==> src/rtl/ad7656_pkg.sv <==
// ---------------------------------------------------------------------------
// ad7656_pkg
// Shared definitions for the AD7656 averaging packer:
//   NUM_CH      - number of ADC channels per frame
//   ADC_DW      - native AD7656 sample width
//   CHAN_W      - width of the output channel index
//   out_state_e - output stream FSM states
//   acc_width() - accumulator width needed to sum 2^avg_log2 samples
// ---------------------------------------------------------------------------
package ad7656_pkg;

    localparam int NUM_CH = 6;
    localparam int ADC_DW = 16;
    localparam int CHAN_W = 3;

    typedef enum logic {
        IDLE = 1'b0,
        SEND = 1'b1
    } out_state_e;

    // Summing 2^avg_log2 samples of dw bits needs avg_log2 extra bits.
    function automatic int acc_width(input int dw, input int avg_log2);
        return dw + avg_log2;
    endfunction

endpackage

==> src/rtl/ad7656_ch_accum.sv <==
// ---------------------------------------------------------------------------
// ad7656_ch_accum
// One channel's block accumulator plus the final divide-by-2^AVG_LOG2.
// The average is produced combinationally from (acc + current sample) so the
// set is ready in the same cycle as the completing frame pulse.
//
// Ports:
//   clk      - system clock
//   rst      - asynchronous reset, active-high
//   en_i     - accumulation enable; low holds the accumulator at zero
//   add_i    - add sample_i this cycle (frame pulse while enabled)
//   last_i   - this add completes the set; accumulator restarts at zero
//   sample_i - signed channel sample
//   avg_o    - signed average of the accumulated set including sample_i
//
// Build option: AD7656_AVG_ROUND_EN selects round-half-up instead of floor.
// ---------------------------------------------------------------------------
module ad7656_ch_accum
    import ad7656_pkg::*;
#(
    parameter int DW       = ADC_DW,
    parameter int AVG_LOG2 = 3
) (
    input  logic          clk,
    input  logic          rst,
    input  logic          en_i,
    input  logic          add_i,
    input  logic          last_i,
    input  logic [DW-1:0] sample_i,
    output logic [DW-1:0] avg_o
);

    localparam int AW = acc_width(DW, AVG_LOG2);

`ifdef AD7656_AVG_ROUND_EN
    // Half an LSB of the result; evaluates to zero for pass-through.
    localparam logic signed [AW:0] RND = (AW+1)'((1 << AVG_LOG2) >> 1);
`else
    localparam logic signed [AW:0] RND = '0;
`endif

    logic signed [DW-1:0] sample_s;
    logic signed [AW-1:0] sum;
    logic signed [AW-1:0] acc_d;
    logic signed [AW-1:0] acc_q;

    // One guard bit keeps the rounding add from wrapping at full scale.
    function automatic logic signed [DW-1:0] scale_avg(input logic signed [AW-1:0] s);
        logic signed [AW:0] t;
        t = (AW+1)'(s) + RND;
        return DW'(t >>> AVG_LOG2);
    endfunction

    assign sample_s = $signed(sample_i);

    always_comb begin
        sum   = acc_q + AW'(sample_s);
        acc_d = acc_q;
        if (!en_i) begin
            acc_d = '0;
        end else if (add_i) begin
            acc_d = last_i ? '0 : sum;
        end
    end

    always_ff @(posedge clk or posedge rst) begin
        if (rst) begin
            acc_q <= '0;
        end else begin
            acc_q <= acc_d;
        end
    end

    assign avg_o = scale_avg(sum);

endmodule

==> src/rtl/ad7656_avg_packer.sv <==
// ---------------------------------------------------------------------------
// ad7656_avg_packer
// Block-averages 2^AVG_LOG2 AD7656 frames per channel and streams each
// averaged set as six valid/ready beats (ch1..ch6, last on ch6). Averaging
// keeps running while a set drains; a set that completes while the output
// buffer is still busy is dropped and flagged in overrun_o.
//
// Ports:
//   sys_clk_i            - system clock
//   rst_i                - asynchronous reset, active-high
//   enable_i             - accumulation enable; low clears accumulators/count
//   frame_done_i         - one-cycle pulse, channel data valid with it
//   ch1_data_i..ch6_data_i - signed channel samples
//   m_data_o/m_chan_o/m_last_o/m_valid_o/m_ready_i - output stream
//   overrun_o            - sticky dropped-set flag
//   overrun_clr_i        - clears overrun_o (a new drop in the same cycle wins)
//   set_cnt_o            - count of fully transferred sets, wraps
//
// Build option: AD7656_AVG_ROUND_EN selects round-half-up averaging.
// ---------------------------------------------------------------------------
module ad7656_avg_packer
    import ad7656_pkg::*;
#(
    parameter int AVG_LOG2 = 3,
    parameter int DW       = ADC_DW
) (
    input  logic              sys_clk_i,
    input  logic              rst_i,
    input  logic              enable_i,
    input  logic              frame_done_i,
    input  logic [DW-1:0]     ch1_data_i,
    input  logic [DW-1:0]     ch2_data_i,
    input  logic [DW-1:0]     ch3_data_i,
    input  logic [DW-1:0]     ch4_data_i,
    input  logic [DW-1:0]     ch5_data_i,
    input  logic [DW-1:0]     ch6_data_i,
    output logic [DW-1:0]     m_data_o,
    output logic [CHAN_W-1:0] m_chan_o,
    output logic              m_last_o,
    output logic              m_valid_o,
    input  logic              m_ready_i,
    output logic              overrun_o,
    input  logic              overrun_clr_i,
    output logic [15:0]       set_cnt_o
);

    // Frame counter wide enough for AVG_LOG2 up to 8.
    localparam int                CW         = 9;
    localparam logic [CW-1:0]     LAST_FRAME = CW'((1 << AVG_LOG2) - 1);
    localparam logic [CHAN_W-1:0] LAST_CHAN  = CHAN_W'(NUM_CH - 1);

    logic [DW-1:0]     ch_data [NUM_CH];
    logic [DW-1:0]     avg     [NUM_CH];

    logic              add;
    logic              complete;
    logic              xfer;
    logic              last_xfer;
    logic              load;
    logic              drop;

    out_state_e        state_q, state_d;
    logic [CW-1:0]     frame_cnt_q, frame_cnt_d;
    logic [CHAN_W-1:0] chan_q, chan_d;
    logic              full_q, full_d;
    logic [DW-1:0]     buf_q [NUM_CH];
    logic [DW-1:0]     buf_d [NUM_CH];
    logic              overrun_q, overrun_d;
    logic [15:0]       set_cnt_q, set_cnt_d;

    assign ch_data[0] = ch1_data_i;
    assign ch_data[1] = ch2_data_i;
    assign ch_data[2] = ch3_data_i;
    assign ch_data[3] = ch4_data_i;
    assign ch_data[4] = ch5_data_i;
    assign ch_data[5] = ch6_data_i;

    // Per-channel accumulate and scale
    for (genvar k = 0; k < NUM_CH; k++) begin : g_ch
        ad7656_ch_accum #(
            .DW       (DW),
            .AVG_LOG2 (AVG_LOG2)
        ) u_accum (
            .clk      (sys_clk_i),
            .rst      (rst_i),
            .en_i     (enable_i),
            .add_i    (add),
            .last_i   (complete),
            .sample_i (ch_data[k]),
            .avg_o    (avg[k])
        );
    end

    // Set completion and handshake decode
    always_comb begin
        add       = frame_done_i && enable_i;
        complete  = add && (frame_cnt_q == LAST_FRAME);
        xfer      = (state_q == SEND) && m_ready_i;
        last_xfer = xfer && (chan_q == LAST_CHAN);
        // The buffer frees up in the same cycle its final beat leaves.
        load      = complete && (!full_q || last_xfer);
        drop      = complete && !load;
    end

    // Frame counter, buffer, channel pointer, status
    always_comb begin
        frame_cnt_d = frame_cnt_q;
        if (!enable_i) begin
            frame_cnt_d = '0;
        end else if (add) begin
            frame_cnt_d = complete ? '0 : frame_cnt_q + 1'b1;
        end

        buf_d  = buf_q;
        full_d = full_q;
        chan_d = chan_q;
        if (load) begin
            buf_d  = avg;
            full_d = 1'b1;
            chan_d = '0;
        end else if (last_xfer) begin
            full_d = 1'b0;
        end else if (xfer) begin
            chan_d = chan_q + 1'b1;
        end

        overrun_d = overrun_q;
        if (drop) begin
            overrun_d = 1'b1;
        end else if (overrun_clr_i) begin
            overrun_d = 1'b0;
        end

        set_cnt_d = last_xfer ? set_cnt_q + 16'd1 : set_cnt_q;
    end

    // Output FSM: next state
    always_comb begin
        state_d = state_q;
        case (state_q)
            IDLE: if (load) state_d = SEND;
            SEND: if (last_xfer && !load) state_d = IDLE;
            default: state_d = IDLE;
        endcase
    end

    // Output FSM: state register
    always_ff @(posedge sys_clk_i or posedge rst_i) begin
        if (rst_i) begin
            state_q <= IDLE;
        end else begin
            state_q <= state_d;
        end
    end

    always_ff @(posedge sys_clk_i or posedge rst_i) begin
        if (rst_i) begin
            frame_cnt_q <= '0;
            chan_q      <= '0;
            full_q      <= 1'b0;
            overrun_q   <= 1'b0;
            set_cnt_q   <= '0;
            for (int k = 0; k < NUM_CH; k++) buf_q[k] <= '0;
        end else begin
            frame_cnt_q <= frame_cnt_d;
            chan_q      <= chan_d;
            full_q      <= full_d;
            overrun_q   <= overrun_d;
            set_cnt_q   <= set_cnt_d;
            buf_q       <= buf_d;
        end
    end

    // Output FSM: outputs
    always_comb begin
        m_valid_o = (state_q == SEND);
        m_chan_o  = chan_q;
        m_last_o  = m_valid_o && (chan_q == LAST_CHAN);
        m_data_o  = '0;
        for (int k = 0; k < NUM_CH; k++) begin
            if (chan_q == CHAN_W'(k)) m_data_o = buf_q[k];
        end
        overrun_o = overrun_q;
        set_cnt_o = set_cnt_q;
    end

endmodule

==> config.mk <==
export PLATFORM = sky130hd
export DESIGN_NAME = ad7656_avg_packer
export DESIGN_NICKNAME = d
export VERILOG_FILES = /design/src/rtl/ad7656_pkg.sv /design/src/rtl/ad7656_ch_accum.sv /design/src/rtl/ad7656_avg_packer.sv
export SDC_FILE = /design/constraint.sdc
export NUM_CORES = 1
export LEC_CHECK = 0
export ABC_AREA = 1
export CAP_MARGIN = 25
export CORE_UTILIZATION = 59
export CTS_CLUSTER_SIZE = 14
export DETAILED_ROUTE_END_ITERATION = 10
export GPL_TIMING_DRIVEN = 0
export PLACE_DENSITY = 0.81
export SLEW_MARGIN = 10
export SYNTH_ARGS = -nofsm -noshare
export SYNTH_HDL_FRONTEND = slang
export SYNTH_SLANG_ARGS = --single-unit
==> constraint.sdc <==
create_clock -name sys_clk_i -period 9.2 [get_ports sys_clk_i]
set_clock_uncertainty 0.05 [all_clocks]
set_input_delay 1.84 -clock sys_clk_i [delete_from_list [all_inputs] [get_ports sys_clk_i]]
set_output_delay 1.84 -clock sys_clk_i [all_outputs]
set_load 0.03 [all_outputs]
==> results summary, run 1 <==
The run finished with clean final reports. The reg-to-reg critical path endpoint is buf_q[89]. The worst setup path is launched from a flop.

Across the run, the number of max-cap violations was 0. The non-filler instance count after layout is about 2900. The yosys synthesis warning count came out at 0.

The reg-to-reg startpoint is m_chan_o[1]. The first routing iteration left 1400 violations. The via count came out at roughly 16000. The largest fanout on the critical path came out at 10. The number of synthesized register bits is 241. TritonCTS built the clock tree.

The count of buffers added by post-CTS timing repair for setup is 0. The height of the die is about 170 um. Setup violations remaining at the end of the flow were counted as 0. The relative slew slack came out at 27.9%.

The total of fill cells in the finished design is about 2300. nand2_1 is the most common cell in the netlist. The number of nets in the layout came out at roughly 2700. The final number of max-transition violations was 0. The worst path setup slack after routing came out at 3.67 ns.

The detailed-route wire length per cell is roughly 17 um. For flop-to-flop paths, the worst setup slack is roughly 6.7 ns. The most frequently used flop master after synthesis is dfrtp_1. The cell area power density is 202 nW/um2.

The clock latency at the later pin of the worst-skew pair is around 0.56 ns. The number of synthesized flops with an enable pin came out at 0. The core region area is about 27000 um2.

The number of inserted diodes is 0. Overall power consumption after layout is estimated at a little under 4000 uW. The synthesized netlist cell count came out at 2320. The mean number of vias per cell is approximately 5.6.

The routability-driven placement congestion ratio came out at 1.06. Counting instances in the post-synthesis netlist gives the leading cell types as nand2_1, nand3_1, dfrtp_1. In this run the number of H-tree levels came out at 1. The number of I/O pins is between 100 and 150. The path class of the tightest hold or removal check is flop to flop. The worst hold slack came out at 0.430 ns. After synthesis, the share of flip-flops with an asynchronous set or reset is 100%. Along the worst hold path, the cell count comes to 2.

The startpoint identified for the worst hold timing path is buf_q[23]. In this run the clock root is driven by a clkbuf_16. The slew at the pin closest to its max-slew limit came out at approximately 1.1 ns. The share of the synthesized area in the top cell type came out at between 30% and 40%. The total clock buffers created by CTS came out at 29. Setup repair after global routing left no endpoint under its margin. The global-route congestion overflow total came out at 0. The count of input and output buffers came out at 139. Summed over all nets, the half-perimeter wirelength after detailed placement is around 38 mm. The x dimension of the die came out at approximately 170 um. The critical path required time came out at approximately 7.3 ns. The area of the die is ~28000 um2. In the final layout, the share of cells above drive strength 1 is approximately 4.2%.

Counting cells, the worst reg-to-reg path comes to 11. The register clock-pin slew on the reported worst setup and hold paths came out at 0.06 ns. The post-layout utilization of the core came out at a little under three quarters. The fraction of the cycle the final worst path needs came out at around three fifths. Global routing consumed, over all layers together, a little over a third of the routing resources. The remaining design rule violation count came out at 0.

The worst voltage drop across the vdd grid is 0.130 mV. The hold violation total from the final report is 0. No sink is reached through more buffers than the 3 on the longest clock path.

The number of antenna violations at the first check in global routing was 0. The pre-antenna-repair detailed-routing pass consisted of 5 iterations. The number of global-route vias before repair is approximately 15000. The synthesized design spends more area on one cell type than any other, namely dfrtp_1.

STA classifies the critical path endpoint as an output pin. The arrival time at the worst endpoint is about 3.6 ns. At the placement stage, the worst setup path has a slack of between 4 and 5 ns. The time the worst path needs with I/O delays and setup came out at ~5.5 ns. The pin count of the biggest net entering global routing came out at 111. Including well taps, the total number of placed cells is 2833.

Sorting the synthesized cells by area gives the leading types as dfrtp_1, nand2_1, nand3_1. Summing the sequential cell areas from Yosys gives between 30% and 40% of the chip area. The number of gates given a new drive strength after cts came out at 0. The layout overhead on the synthesized area is 17.7%. The upper clock frequency limit came out at between 150 and 200 MHz. The number of placement rows came out at 60. The number of hold-repair buffers added at the cts stage came out at 0.

After synthesis the cells add up to 16400 um2. The wire length after detailed routing is around 50 mm. For this design, the sink count on the clock tree is 241.

Averaged over all synthesized cells, the footprint is 7.05 um2. The global-route wire length before repair came out at slightly below 80 mm. Counting distinct cell types in the post-synthesis netlist gives 33. The hold-critical path endpoint is buf_q[23]. The category of the critical setup timing path is flop to output pin.

The analysis attributes to cell leakage a power of about 0.010 uW. The initial core utilization is 60.4%. In this run the remaining antenna-violating nets after routing total 0. When the netlist entered floorplanning its net count stood at between 2000 and 3000.
-- worst max-delay path, stage by stage (launching register included) --
cell and delay (ns):
dfrtp_1 0.48, inv_1 0.12, ha_1 0.17, inv_1 0.04
nor2_1 0.38, clkbuf_1 0.36, nand3_1 0.17, nand3_1 0.15
o211ai_1 0.16, nand3_1 0.11, nand3_1 0.13, nand2_1 0.15
clkdlybuf4s50_1 0.67
-- metal layers --
layer	wire length, um	vias to the layer above	track usage (%)
met5	0	-	0
met4	2580	0	16.7
met3	3720	158	5.56
met2	23200	625	59.2
met1	21000	7516	46.3
li1	-	7868	-
-- worst max path at each step --
stage                 from                   endpoint  slack (ns)  depth (start not counted)
3_3_place_gp         rst_i  g_ch[2].u_accum.acc_q[12]       -2.46                          2
2_1_floorplan        rst_i                   buf_q[0]        0.69                          1
6_report       m_chan_o[0]               m_data_o[10]        3.67                         12
3_5_place_dp   m_chan_o[1]                m_data_o[4]        4.29                         12
5_1_grt        m_chan_o[0]                m_data_o[7]        3.46                         12
4_1_cts        m_chan_o[1]                m_data_o[4]        3.70                         12
-- placed cells by master (no fill, tap or decap), drive strengths merged, types with 22 or more instances in the layout --
master,instances
ha,115
a21oi,88
dfrtp,241
clkdlybuf4s50,139
nor2,105
xnor2,44
xor2,22
nand2,888
inv,226
clkbuf,63
nand3,290
nor3,22
nand3b,36
buf,32
o21ai,98
-- sequential cells by signal (all words and copies together) (netlist names) --
name and count:
g_ch.u_accum.acc_q 114, set_cnt_o 16, overrun_o 1, buf_q 96
full_q 1, frame_cnt_q 9, m_valid_o 1, m_chan_o 3
-- layout make-up --
cell class | count | area, um2 | area share, %
well taps | 372 | 465 | 2.42
repair buffers | 141 | 1450 | 7.52
clock inverters | 18 | 195 | 1.01
inverters | 226 | 856 | 4.45
plain buffers | 59 | 256 | 1.33
flip-flops and latches | 241 | 6030 | 31.3
multi-input cells | 1794 | 9220 | 47.9
clock buffers | 34 | 774 | 4.02
-- per-stage QoR --
stage                     cell area [um2]  setup TNS [ns]
after global placement              18200         -585.46
after floorplan                     16400               0
after global routing                19200               0
final                               19200               0
after CTS                           19200               0
after detailed placement            18300               0
-- power by group --
part	total (uW)	switching [uW]	internal, uW
clock	1170	482	687
sequential	1220	71.5	1150
combinational	1500	978	527
-- kinds of logic (layout without fill, tap and decap cells) --
group / count (synthesis) / count (layout) / share of synthesized area [%]
AOI/OAI and AO/OA: 231 / 231 / 7.81
and+or+nand+nor: 1375 / 1375 / 35.4
muxes: 1 / 1 / 0.0688
adders and majority gates: 121 / 121 / 9.53
DFF: 241 / 241 / 36.9
buffers and inverters: 285 / 478 / 6.75
xor gates and xnor gates: 66 / 66 / 3.53
No activity file was read; power rests on OpenSTA's default activity.
==> inputs of run 2 (changes only) <==
==> constraint.sdc (replaced) <==
create_clock -name sys_clk_i -period 5.1 [get_ports sys_clk_i]
set_clock_uncertainty 0.05 [all_clocks]
set_input_delay 1.02 -clock sys_clk_i [delete_from_list [all_inputs] [get_ports sys_clk_i]]
set_output_delay 1.02 -clock sys_clk_i [all_outputs]
set_load 0.03 [all_outputs]
==> run 2 against run 1 <==
Against the previous run: power rose by 81%; worst hold slack improved by 0.0039 ns; first-iteration DRC count increased by 6.9%; worst setup slack got worse by 3.4 ns; sequential share of layout area fell by 0.14 points; critical endpoint is now m_data_o[8].
==> results summary, run 2 (same netlist as run 1, synthesis figures left out) <==
The worst hold path cell count came to 2 (unchanged). The number of antenna violations at the first check in global routing is 0 (unchanged). The number of global-route vias before repair came out at 15700 (+1.4%).

The number of cells on the critical path came to 12 (unchanged). The hold violation total from the final report came to 0 (unchanged). Leaving out fill and tap cells, the most frequent cells in the layout are nand2_1, nand3_1, dfrtp_1. The time the worst path needs with I/O delays and setup came out at 4.80 ns. The fraction of power spent switching nets is 38.7% (-0.70 points). In this design, the critical path's most frequently occurring cell is nand3_1.

The flow ran to the end, and the final reports show no timing, DRC or antenna violations. The count of buffer and inverter cells on the critical path was 4 (unchanged). Setup repair after global routing left no endpoint under its margin.

The flip-flop count of the largest register after layout was 114 (unchanged). The upper clock frequency limit came out at about 210 MHz. The internal portion of total power is 4310 uW (+83%). The total of fill cells in the finished design was 2261 (-2.6%). The worst voltage drop across the vdd grid was 0.232 mV (+79%). The clock latency at the later pin of the worst-skew pair is 0.56 ns (about the same). The critical path goes through inv_1 -> ha_1 -> inv_1 -> nor2_1 -> clkbuf_1 -> nand3_1 -> nand3_1 -> o211ai_1 -> nand3_1 -> nand3_1 -> nand2_1 -> clkdlybuf4s50_1. The number of clock sinks seen by CTS is 241 (unchanged). The number of I/O pins came out at 140 (unchanged). The worst hold slack came out at 0.434 ns (+0.00390 ns). The number of hold-repair buffers added at the cts stage is 0 (unchanged). The mean number of vias per cell is 5.60 (about the same). The remaining design rule violation count is 0 (unchanged). The register clock-pin slew on the reported worst setup and hold paths is 0.07 ns (about the same). The area of combinational cells with multiple inputs is 9220 um2 (unchanged). The post-route setup TNS is 0 ns (unchanged). The fraction of the cycle the final worst path needs is about 94%.

The largest fanout on the critical path came out at 10 (unchanged). For this design, the slowest cell found on the critical path is clkdlybuf4s50_1. The cell area power density came out at 364 nW/um2 (+80%). The number of inserted diodes came out at 0 (unchanged). The routed length on met3 was 3.64 mm (-2.0%). The gate family responsible for the most delay along the worst path is buffers and inverters.

The clock share of power is 30.0% (about the same). The number of nets in the layout is 2720 (+0.18%). The category of the critical setup timing path is flop to output pin.

The non-filler instance count after layout is 2885 (unchanged). The leakage power total was 0.0104 uW (+0.34%). The total global-route track usage came to 35.6% (-0.15 points).

The half-perimeter wire length after placement came out at 38.5 mm (+0.52%). The DRC marker count from the first detailed-route iteration came out at 1496 (+6.9%). The core region area was 27100 um2 (unchanged).

The detailed-route wire length per cell came to 17.4 um (-0.66%). The maximum level of the CTS H-tree came out at 1 (unchanged). The total met2 wirelength after detailed routing is 23.0 mm (-0.66%).

The flop-to-flop setup slack is 2.55 ns (-4.16 ns). The timing startpoint of the critical path is m_chan_o[0]. The number of placement rows came to 60 (unchanged). The global-route wire length before repair came to 79.0 mm (-0.31%).

The critical path capture point type is an output pin. The count of input and output buffers came out at 139 (unchanged). The x dimension of the die is 168 um (unchanged).

The hold-critical path endpoint is buf_q[31]. The wire length after detailed routing came to 50.1 mm (-0.66%). The leading cell type in the layout, fill and taps excluded is nand2_1. The slew at the pin closest to its max-slew limit is 0.998 ns (-0.0836 ns). The share of cells above drive strength 1 is 4.10% (-0.12 points).

The register bank with the most flops is g_ch.u_accum.acc_q. The routed length on met1 came out at 20.7 mm (-1.0%). The maximum clock path buffer count is 3 (unchanged). The portion of total power attributed to combinational logic is 38.7% (about the same). The stage delay of the slowest cell on the critical path came out at 0.68 ns (about the same). STA classifies the critical path startpoint as a flop.

The setup-violating endpoint count in the final report came out at 0 (unchanged). In this run the clock root is driven by a clkbuf_16. The total clock buffers created by CTS came to 28 (-3.4%). The layout overhead on the synthesized area is 18.2%.

The first-pass iteration count of the detailed router was 6 (+1). The via count came out at 16200 (-0.068%). The number of max-cap violations was 0 (unchanged). The residual antenna-violating net count after detailed routing came out at 0 (unchanged). TritonCTS built the clock tree. The area of the die came out at 28400 um2 (unchanged).

The arrival time at the worst endpoint is 3.73 ns (+0.09 ns). The critical path required time came out at 4.03 ns (-3.28 ns). The count of buffers added by post-CTS timing repair for setup is 0 (unchanged). The pin count of the biggest net entering global routing is 39 (-65%). The worst hold path begins at buf_q[31]. The number of gates given a new drive strength after cts came out at 0 (unchanged).

The sequential share of power was 31.2% (about the same). The initial core utilization is 60.4% (unchanged). The net switching power figure came out at 2720 uW (+77%). The type of the worst min-delay path is flop to flop. The global-route congestion overflow total came to 0 (unchanged).

The relative slew slack is 33.5% (+5.6 points). The routability-driven placement congestion ratio came out at 1.04 (-2.4%). The path depth of the worst reg2reg path is 11 (unchanged). The height of the die is 168 um (unchanged). In this run the top signal layer used is met4. The total placed cells including tap cells is 2839 (+0.21%).

The final number of max-transition violations came out at 0 (unchanged). The total area of sequential cells came out at 6030 um2 (unchanged). The startpoint identified for the worst register-to-register timing path is m_chan_o[1]. The reg-to-reg critical path endpoint is buf_q[89].
## run 2: cell count changes in the layout (fill, tap and decap cells not counted), sizes merged
cell / delta
buf: +6
bufinv: +1
clkbuf: +4
clkinv: -8
clkinvlp: -1
inv: -2
## run 2: area by class of cell
| cell class | instances | share of cell area [%] |
|---|---|---|
| multi-input cells | 1794 | 47.7 |
| flip-flops and latches | 241 | 31.2 |
| repair buffers | 147 | 8.07 |
| inverters | 226 | 4.41 |
| clock buffers | 38 | 4.14 |
| well taps | 372 | 2.41 |
| plain buffers | 59 | 1.33 |
| clock inverters | 8 | 0.757 |
## run 2: routing by layer
layer  global-route usage [%]  up-vias
li1                         -     7860
met1                     45.4     7552
met2                     59.1      600
met3                     5.61      144
met4                     17.9        0
met5                        0        -
## run 2: metrics by stage
stage	setup WS, ns	power [uW]	util, %	area [um2]
floorplan	0.868	3990	-	16400
global placement	-0.956	4810	67.2	18200
detailed placement	1.03	4880	67.8	18400
CTS	0.387	7000	71.3	19300
global route	0.191	7380	71.3	19300
finish	0.298	7030	71.3	19300
## run 2: tightest hold or removal path, cell delays in order (launching register included)
cell	delay, ns
dfrtp_1	0.35
nand2_1	0.05
nand2_1	0.05
## run 2: how the worst max path moves through the flow
stage,to,slack (ns)
final,m_data_o[8],0.30
after global routing,m_data_o[4],0.19
after CTS,m_data_o[5],0.39
after detailed placement,m_data_o[5],1.03
after global placement,g_ch[3].u_accum.acc_q[13],-0.96
after floorplan,buf_q[0],0.87
## run 2: power groups by stage
stage	registers (uW)	logic [uW]	clock network (uW)
4_1_cts	2190	2680	2120
2_1_floorplan	2240	1750	0
6_report	2200	2720	2110
3_3_place_gp	2220	2590	0
5_1_grt	2210	2980	2190
3_5_place_dp	2220	2660	0
==> inputs of run 3 (changes only) <==
--- a/config.mk
+++ b/config.mk
@@ -7,11 +7,15 @@
 export LEC_CHECK = 0
 export ABC_AREA = 1
 export CAP_MARGIN = 25
-export CORE_UTILIZATION = 59
+export CELL_PAD_IN_SITES_DETAIL_PLACEMENT = 0
+export CELL_PAD_IN_SITES_GLOBAL_PLACEMENT = 2
+export CORE_UTILIZATION = 38
+export CTS_BUF_LIST = sky130_fd_sc_hd__clkbuf_4 sky130_fd_sc_hd__clkbuf_8
 export CTS_CLUSTER_SIZE = 14
 export DETAILED_ROUTE_END_ITERATION = 10
+export DONT_BUFFER_PORTS = 1
 export GPL_TIMING_DRIVEN = 0
-export PLACE_DENSITY = 0.81
+export PLACE_DENSITY = 0.83
 export SLEW_MARGIN = 10
 export SYNTH_ARGS = -nofsm -noshare
 export SYNTH_HDL_FRONTEND = slang
==> run 3 against run 2 <==
Against the previous run: highest routed layer is now met5; flip-flop and latch count stayed put; sequential power is 2% higher; core utilization down 28 points; sequential share of layout area grew 1.6 points; clock power increased by 15%; die area increased by 55%; first-iteration DRC count fell by 29%; final area is 4.9% lower; combinational power shrank 11%; power is 1.0% higher.
==> results summary, run 3 (same netlist as run 1, synthesis figures left out) <==
The number of nets in the layout is 2603 (-4.3%). The fraction of the cycle the final worst path needs came to 88.5% (-5.7 points). The mean number of vias per cell came to 5.12 (-8.6%). The x dimension of the die is 209 um (+24%).

The number of antenna violations at the first check in global routing came to 1 (+1). The leading cell type in the layout, fill and taps excluded is nand2_1. The number of hold-repair buffers added at the cts stage came to 0 (unchanged). The hold violation total from the final report came to 0 (unchanged). The initial core utilization was 38.7% (-22 points). The clock latency at the later pin of the worst-skew pair was 0.63 ns (+0.07 ns). The upper clock frequency limit came out at 222 MHz (+6.4%). The worst setup slack before clock tree synthesis came out at 1.31 ns (+0.277 ns).

The type of the worst min-delay path is input port to async pin. The share of cells above drive strength 1 is 6.13% (+2.0 points). The via count came out at 15100 (-6.5%).

The worst hold slack is 0.347 ns (-0.0867 ns). The number of max-cap violations came out at 0 (unchanged). The buffer cell driving the clock tree root is clkbuf_8. The library cells used most frequently in the layout, excluding fill and tap cells, are nand2_1, nand3_1, dfrtp_1. The layout overhead on the synthesized area is 12.4%. The number of clock sinks seen by CTS was 241 (unchanged).

The path depth of the worst reg2reg path is 11 (unchanged). In this run the worst setup path begins at m_chan_o[1]. The global-route wire length before repair came out at 86.8 mm (+9.8%). The half-perimeter wire length after placement was 43.7 mm (+13%). The number of placement rows came to 75 (+25%). The residual antenna-violating net count after detailed routing came out at 0 (unchanged). The total clock buffers created by CTS is 48 (+71%). The worst path setup slack after routing came out at 0.589 ns (+0.291 ns). The final number of max-transition violations came out at 0 (unchanged). The core region area came to 42200 um2 (+56%). The total of fill cells in the finished design is 4456 (+97%). The number of I/O pins is 140 (unchanged). The relative slew slack came out at 32.6% (-0.88 points). Counting flops per register, the top entry is g_ch.u_accum.acc_q. The maximum clock path buffer count came out at 3 (unchanged).

The total global-route track usage is 26.0% (-9.6 points). The reg-to-reg startpoint is m_chan_o[1]. The arrival time at the worst endpoint is 3.44 ns (-0.29 ns). The global-route congestion overflow total came out at 0 (unchanged). The leakage power total is 0.0101 uW (-3.6%).

The count of input and output buffers came out at 0 (-100%). The number of global-route vias before repair is 15100 (-3.7%). The flow ran to the end, and the final reports show no timing, DRC or antenna violations. The largest fanout on the critical path came out at 10 (unchanged). TritonCTS built the clock tree. The setup-violating endpoint count in the final report came out at 0 (unchanged). The worst voltage drop across the vdd grid is 0.271 mV (+17%). Setup repair after global routing left no endpoint under its margin. The first-pass iteration count of the detailed router is 5 (-1).

The critical path launch point type is a flop. The DRC marker count from the first detailed-route iteration was 1063 (-29%). The critical path required time came out at 4.03 ns (about the same). The area of the die was 43900 um2 (+55%).

The pin count of the biggest net entering global routing is 33 (-15%). The routability-driven placement congestion ratio was 0.927 (-10%). The register clock-pin slew on the reported worst setup and hold paths came out at 0.06 ns (about the same).

The maximum level of the CTS H-tree is 2 (+1). The slew at the pin closest to its max-slew limit is 1.01 ns (+0.0131 ns). The flip-flop count of the largest register after layout came out at 114 (unchanged). The category of the critical setup timing path is flop to output pin. The wire length after detailed routing was 55.4 mm (+11%). The remaining design rule violation count came out at 0 (unchanged). The critical path capture point type is an output pin. The number of gates given a new drive strength after cts was 0 (unchanged). The cell area power density came to 386 nW/um2 (+6.2%). The detailed-route wire length per cell came out at 18.7 um (+8.0%). The time the worst path needs with I/O delays and setup was 4.51 ns (-0.291 ns). The height of the die came out at 209 um (+24%). The count of buffers added by post-CTS timing repair for setup came out at 0 (unchanged).
[run 3: cell count changes in the layout (fill, tap and decap cells not counted), moves of 3 or more]
| cell | delta |
|---|---|
| clkbuf_1 | -5 |
| clkbuf_8 | +57 |
| clkbuf_4 | +10 |
| bufinv_16 | +3 |
| clkbuf_16 | -29 |
| clkinv_2 | +3 |
| clkdlybuf4s50_1 | -139 |
[run 3: final cells by class]
type / count / area [um2] / area share (%)
sequential: 241 / 6030 / 32.8
clock buffer: 71 / 915 / 4.97
inverter: 226 / 852 / 4.63
timing repair buffer: 10 / 194 / 1.05
tap: 539 / 674 / 3.67
antenna: 1 / 2.50 / 0.0136
buffer: 59 / 256 / 1.39
clock inverter: 13 / 243 / 1.32
multi-input combinational: 1794 / 9220 / 50.1
[run 3: metal layers]
layer  part of all wire, %  GRT usage (%)  vias to the layer above
li1                      -              -                     7638
met1                    44           33.3                     7047
met2                    46           42.5                      336
met3                   6.9           6.70                       89
met4                   3.0           9.14                        2
met5                 0.027              0                        -
[run 3: critical path, stage by stage, from the launching register on]
cell	delay (ns)
dfrtp_1	0.58
inv_1	0.19
ha_1	0.20
clkinv_1	0.22
nor2_1	0.45
buf_4	0.25
nand2_1	0.06
nand3_1	0.14
o211ai_1	0.19
nand3_1	0.12
nand3_1	0.10
nand2_1	0.31
[run 3: worst paths after layout]
| path | end | slack (ns) |
|---|---|---|
| setup / recovery | m_data_o[12] | 0.59 |
| hold / removal | g_ch[1].u_accum.acc_q[1] | 0.35 |
| setup reg to reg | buf_q[47] | 2.35 |
| hold reg to reg | g_ch[3].u_accum.acc_q[12] | 0.43 |
| max in group asynchronous | g_ch[3].u_accum.acc_q[12] | 3.11 |
| min in group sys_clk_i | g_ch[3].u_accum.acc_q[12] | 0.43 |
[run 3: where the power goes]
part | switching (uW) | internal, uW | leakage [uW]
registers | 185 | 2070 | 0.00327
clock network | 937 | 1500 | 0.000603
logic | 1700 | 720 | 0.00618
total | 2820 | 4280 | 0.0101
[run 3: metrics by stage]
step                      utilization (%)  instance area [um2]  setup TNS (ns)  total power (uW)  std cells
after global placement               40.3                17000         -179.04              4640       2859
after CTS                            43.5                18400               0              7160       2953
after global routing                 43.5                18400               0              7570       2953
after floorplan                         -                16400               0              3990       2320
final                                43.5                18400               0              7110       2954
after detailed placement             40.8                17200               0              4690       2869
==> RTL edit 1, RTL diff (settings of run 1) <==
`AVG_LOG2` is set to 3 in 2 places; all go to 4.
--- a/src/rtl/ad7656_ch_accum.sv
+++ b/src/rtl/ad7656_ch_accum.sv
@@ -19,7 +19,7 @@
     import ad7656_pkg::*;
 #(
     parameter int DW       = ADC_DW,
-    parameter int AVG_LOG2 = 3
+    parameter int AVG_LOG2 = 4
 ) (
     input  logic          clk,
     input  logic          rst,
--- a/src/rtl/ad7656_avg_packer.sv
+++ b/src/rtl/ad7656_avg_packer.sv
@@ -21,7 +21,7 @@
 module ad7656_avg_packer
     import ad7656_pkg::*;
 #(
-    parameter int AVG_LOG2 = 3,
+    parameter int AVG_LOG2 = 4,
     parameter int DW       = ADC_DW
 ) (
     input  logic              sys_clk_i,
Check against the original RTL: not equivalent (Yosys sat finds a counterexample within 10 cycles, from zero or initial values and one cycle with rst_i high).
==> RTL edit 1 against run 1 <==
- total power rose by 2.2%
- clock power rose by 3%
- wire length is 3.3% higher
- sequential cell count increased by 6
- first-iteration DRC count grew 7.1%
- largest cell class unchanged
- cell area rose by 5.3%
- worst setup slack better by 0.039 ns
- sequential share of layout area fell by 0.84 points
- die area rose by 5.8%
- final cell count increased by 7.1%
- global-route usage down 0.91 points
- synthesized area increased by 5.9%
- critical path type unchanged
==> RTL edit 1: results (changes against run 1) <==
[hold_path]
min_from=set_cnt_o[15]$_DFFE_PP0P_
worstHoldPathCells=1  ; -1
hold_path_end=set_cnt_o[15]$_DFFE_PP0P_

[layout]
layout-drive-gt1-share=0.03769  ; -0.004487
finalInstanceArea_um2=20260  ; +5.3%
largest_reg_flops=120  ; +5.3%
layout.cells.non_filler=3090  ; +7.1%
nets=2913  ; +7.3%
nFillCells=2383  ; +2.6%

[detailed_routing]
wl_per_cell_um=16.85  ; -3.6%
vias_per_cell=5.564  ; -0.70%
met3_length_mm=3.524  ; -5.2%
met2_length_mm=23.39  ; +0.97%
drtPass1Iterations=7  ; +2
drt_first_iter_violations=1499  ; +7.1%
m1WireLength_mm=23.08  ; +10%

[synthesis]
netlist_top_cells_area=dfrtp_1, nand2_1, ha_1
synth_cell_types=36  ; +9.1%
ys_seq_area_frac=0.3569  ; -0.01187
avgSynthCellArea_um2=6.895  ; -2.2%
synth_nets=2741  ; +7.8%
netlist_top_cells_count=nand2_1, nand3_1, inv_1

[critical_path]
worstSetupEndpoint=m_data_o[4]
reg2reg_slack_ns=6.60  ; -0.11 ns
slowest_delay_ns=0.68
worstPathArrival_ns=3.60  ; -0.04 ns
rr_worst_depth=10  ; -1
crit_start=m_chan_o[1]$_DFFE_PP0P_
r2r_end=buf_q[69]$_DFFE_PP0P_

[run_status]
status=finished, final reports clean

[placed_design]
dp.cells=3038  ; +7.2%
dp_hpwl_mm=40.02  ; +4.5%
placed_area_um2=19270  ; +5.4%
globalplace.congestion=0.9624  ; -9.3%
pre_cts_ws_ns=4.344  ; +0.05177 ns

[global_routing]
grt_max_degree=116  ; +4.5%
grt_usage=0.3489  ; -0.009061
met3_usage=0.03553  ; -0.02012
grt_pass1_vias=16150  ; +4.3%
use_met1=0.4859  ; +0.02332
grt_pass1_wl_mm=83.63  ; +5.5%

[clocking]
htreeDepth=1  ; unchanged
cts_made_buffers=28  ; -3.4%
postCtsSetupBuffers=0  ; unchanged
clockRootBuffer=clkbuf_16

[sta]
tightest_slew_ns=0.9838  ; -0.09803 ns
min_period_ns=5.489  ; -0.03932 ns
timing.hold.ws_ns=0.4194  ; -0.01021 ns

[pwr]
vdd_drop_max_v=0.0001354  ; +4.5%

-- RTL edit 1: cell families after synthesis --
kind of cell | Yosys count | synth area share
AO/OA/AOI/OAI | 220 | 0.06928
AND/OR/NAND/NOR | 1528 | 0.3716
buffers and inverters | 324 | 0.07440
adder cells (fa/ha/maj) | 127 | 0.09434
flip-flops | 247 | 0.3569
XOR/XNOR | 65 | 0.03287
multiplexers | 1 | 0.0006501
-- RTL edit 1: area by class of cell --
type                            instances  share of cell area
Inverter                              262             0.04890
Clock inverter                         16             0.01099
Tap cell                              384             0.02371
Multi-Input combinational cell       1941              0.4861
Timing Repair Buffer                  142             0.07212
Clock buffer                           36             0.03810
Sequential cell                       247              0.3050
Buffer                                 62             0.01507
-- RTL edit 1: where the power goes --
group,total [mW],internal (mW),leakage (nW),switching (mW)
Combinational,1.52,0.535,7.09,0.988
Clock,1.21,0.735,0.478,0.475
Sequential,1.24,1.17,3.33,0.0700
==> RTL edit 2, RTL diff (config.mk and constraints of run 1) <==
Made on the original files. Put a register stage on the output `overrun_o`, without a reset. The value now appears one clock later. The other outputs are not delayed to match. Comments in the files are not updated.
--- a/src/rtl/ad7656_avg_packer.sv
+++ b/src/rtl/ad7656_avg_packer.sv
@@ -48,6 +48,8 @@
     localparam int                CW         = 9;
     localparam logic [CW-1:0]     LAST_FRAME = CW'((1 << AVG_LOG2) - 1);
     localparam logic [CHAN_W-1:0] LAST_CHAN  = CHAN_W'(NUM_CH - 1);
+
+    logic overrun_c;
 
     logic [DW-1:0]     ch_data [NUM_CH];
     logic [DW-1:0]     avg     [NUM_CH];
@@ -180,8 +182,12 @@
         for (int k = 0; k < NUM_CH; k++) begin
             if (chan_q == CHAN_W'(k)) m_data_o = buf_q[k];
         end
-        overrun_o = overrun_q;
+        overrun_c = overrun_q;
         set_cnt_o = set_cnt_q;
+    end
+
+    always_ff @(posedge sys_clk_i) begin
+        overrun_o <= overrun_c;
     end
 
 endmodule
Formal check against the unedited RTL: same outputs for any inputs over 4 cycles, from zero or initial values and one cycle with rst_i high; that may be too few to reach the edited logic, so the function may still have changed.
==> RTL edit 2 against run 1 <==
- wire length is 0.14% higher
- via count fell by 0.41%
- count of clock-buffer cells in the layout rose by 7
- largest power group unchanged
- total power grew 0.38%
- sequential cell count is 1 higher
- highest routed layer unchanged
- cell area barely moved
- sequential power hardly changed
- synthesized cell count hardly changed
- critical path type unchanged
- first-iteration DRC count down 2.5%
- worst setup slack worse by 0.10 ns
- synthesized area up 0.12%
==> RTL edit 2: results (changes against run 1) <==
[run_status]
status=finished, final reports clean

[synthesis]
synth_nets=2544  ; +0.039%
synthXorXnorAreaFrac=0.03530  ; -0.00004321
synth-seq-cells=242  ; +0.41%
netlist_top_cells_area=dfrtp_1, nand2_1, nand3_1
synth_cell_types=34  ; +3.0%
avgSynthCellArea_um2=7.055  ; about the same
async_reset_ff_frac=0.9959  ; -0.004132
synth_compound_area_frac=0.07801  ; -0.00009548
ys_seq_area_frac=0.3695  ; +0.0007717

[layout]
nets=2716  ; +0.037%
clk_share=0.04972  ; -0.0006695
nFillCells=2300  ; -0.95%
num-clock-buffers=41  ; +21%
bufAreaShareNonClock=0.08845  ; about the same

[critical_path]
worstSetupEndpoint=m_data_o[5]
reg2reg_slack_ns=6.60  ; -0.11 ns
slowest_delay_ns=0.69  ; +0.02 ns

[pwr]
p_sw_mw=1.520  ; -0.77%
vdd_drop_max_v=0.0001612  ; +24%

[global_routing]
grt_max_degree=98  ; -12%
grt_pass1_vias=15530  ; +0.28%

[detailed_routing]
vias_per_cell=5.577  ; -0.48%
drt_first_iter_violations=1365  ; -2.5%
met3_length_mm=3.706  ; -0.30%
m1WireLength_mm=20.97  ; about the same
drtPass1Iterations=8  ; +3
met2_length_mm=23.14  ; -0.10%

[placed_design]
dp_hpwl_mm=38.56  ; +0.65%
globalplace.congestion=1.067  ; +0.57%
dp.cells=2834  ; +0.035%

[hold_path]
min_from=overrun_c$_DFFE_PP0P_

[sta]
tightest_slew_ns=1.071  ; -0.01097 ns

-- RTL edit 2: per-stage QoR --
| stage | worst slack (ns) | hold WS, ns | instance area, um^2 |
|---|---|---|---|
| finish | 3.568 | 0.3212 | 19250 |
| global route | 3.468 | 0.3298 | 19250 |
| CTS | 3.671 | 0.3231 | 19250 |
| detailed placement | 4.273 | 0.3097 | 18300 |
| global placement | -2.384 | 0.3030 | 18230 |
| floorplan | 0.6935 | 0.2972 | 16380 |
-- RTL edit 2: power groups by stage --
stage | clock network (mW) | logic (mW) | registers (mW)
after floorplan | 0 | 0.971 | 1.24
after global placement | 0 | 1.44 | 1.23
after detailed placement | 0 | 1.47 | 1.24
after CTS | 1.18 | 1.48 | 1.22
after global routing | 1.22 | 1.64 | 1.23
final | 1.18 | 1.50 | 1.22
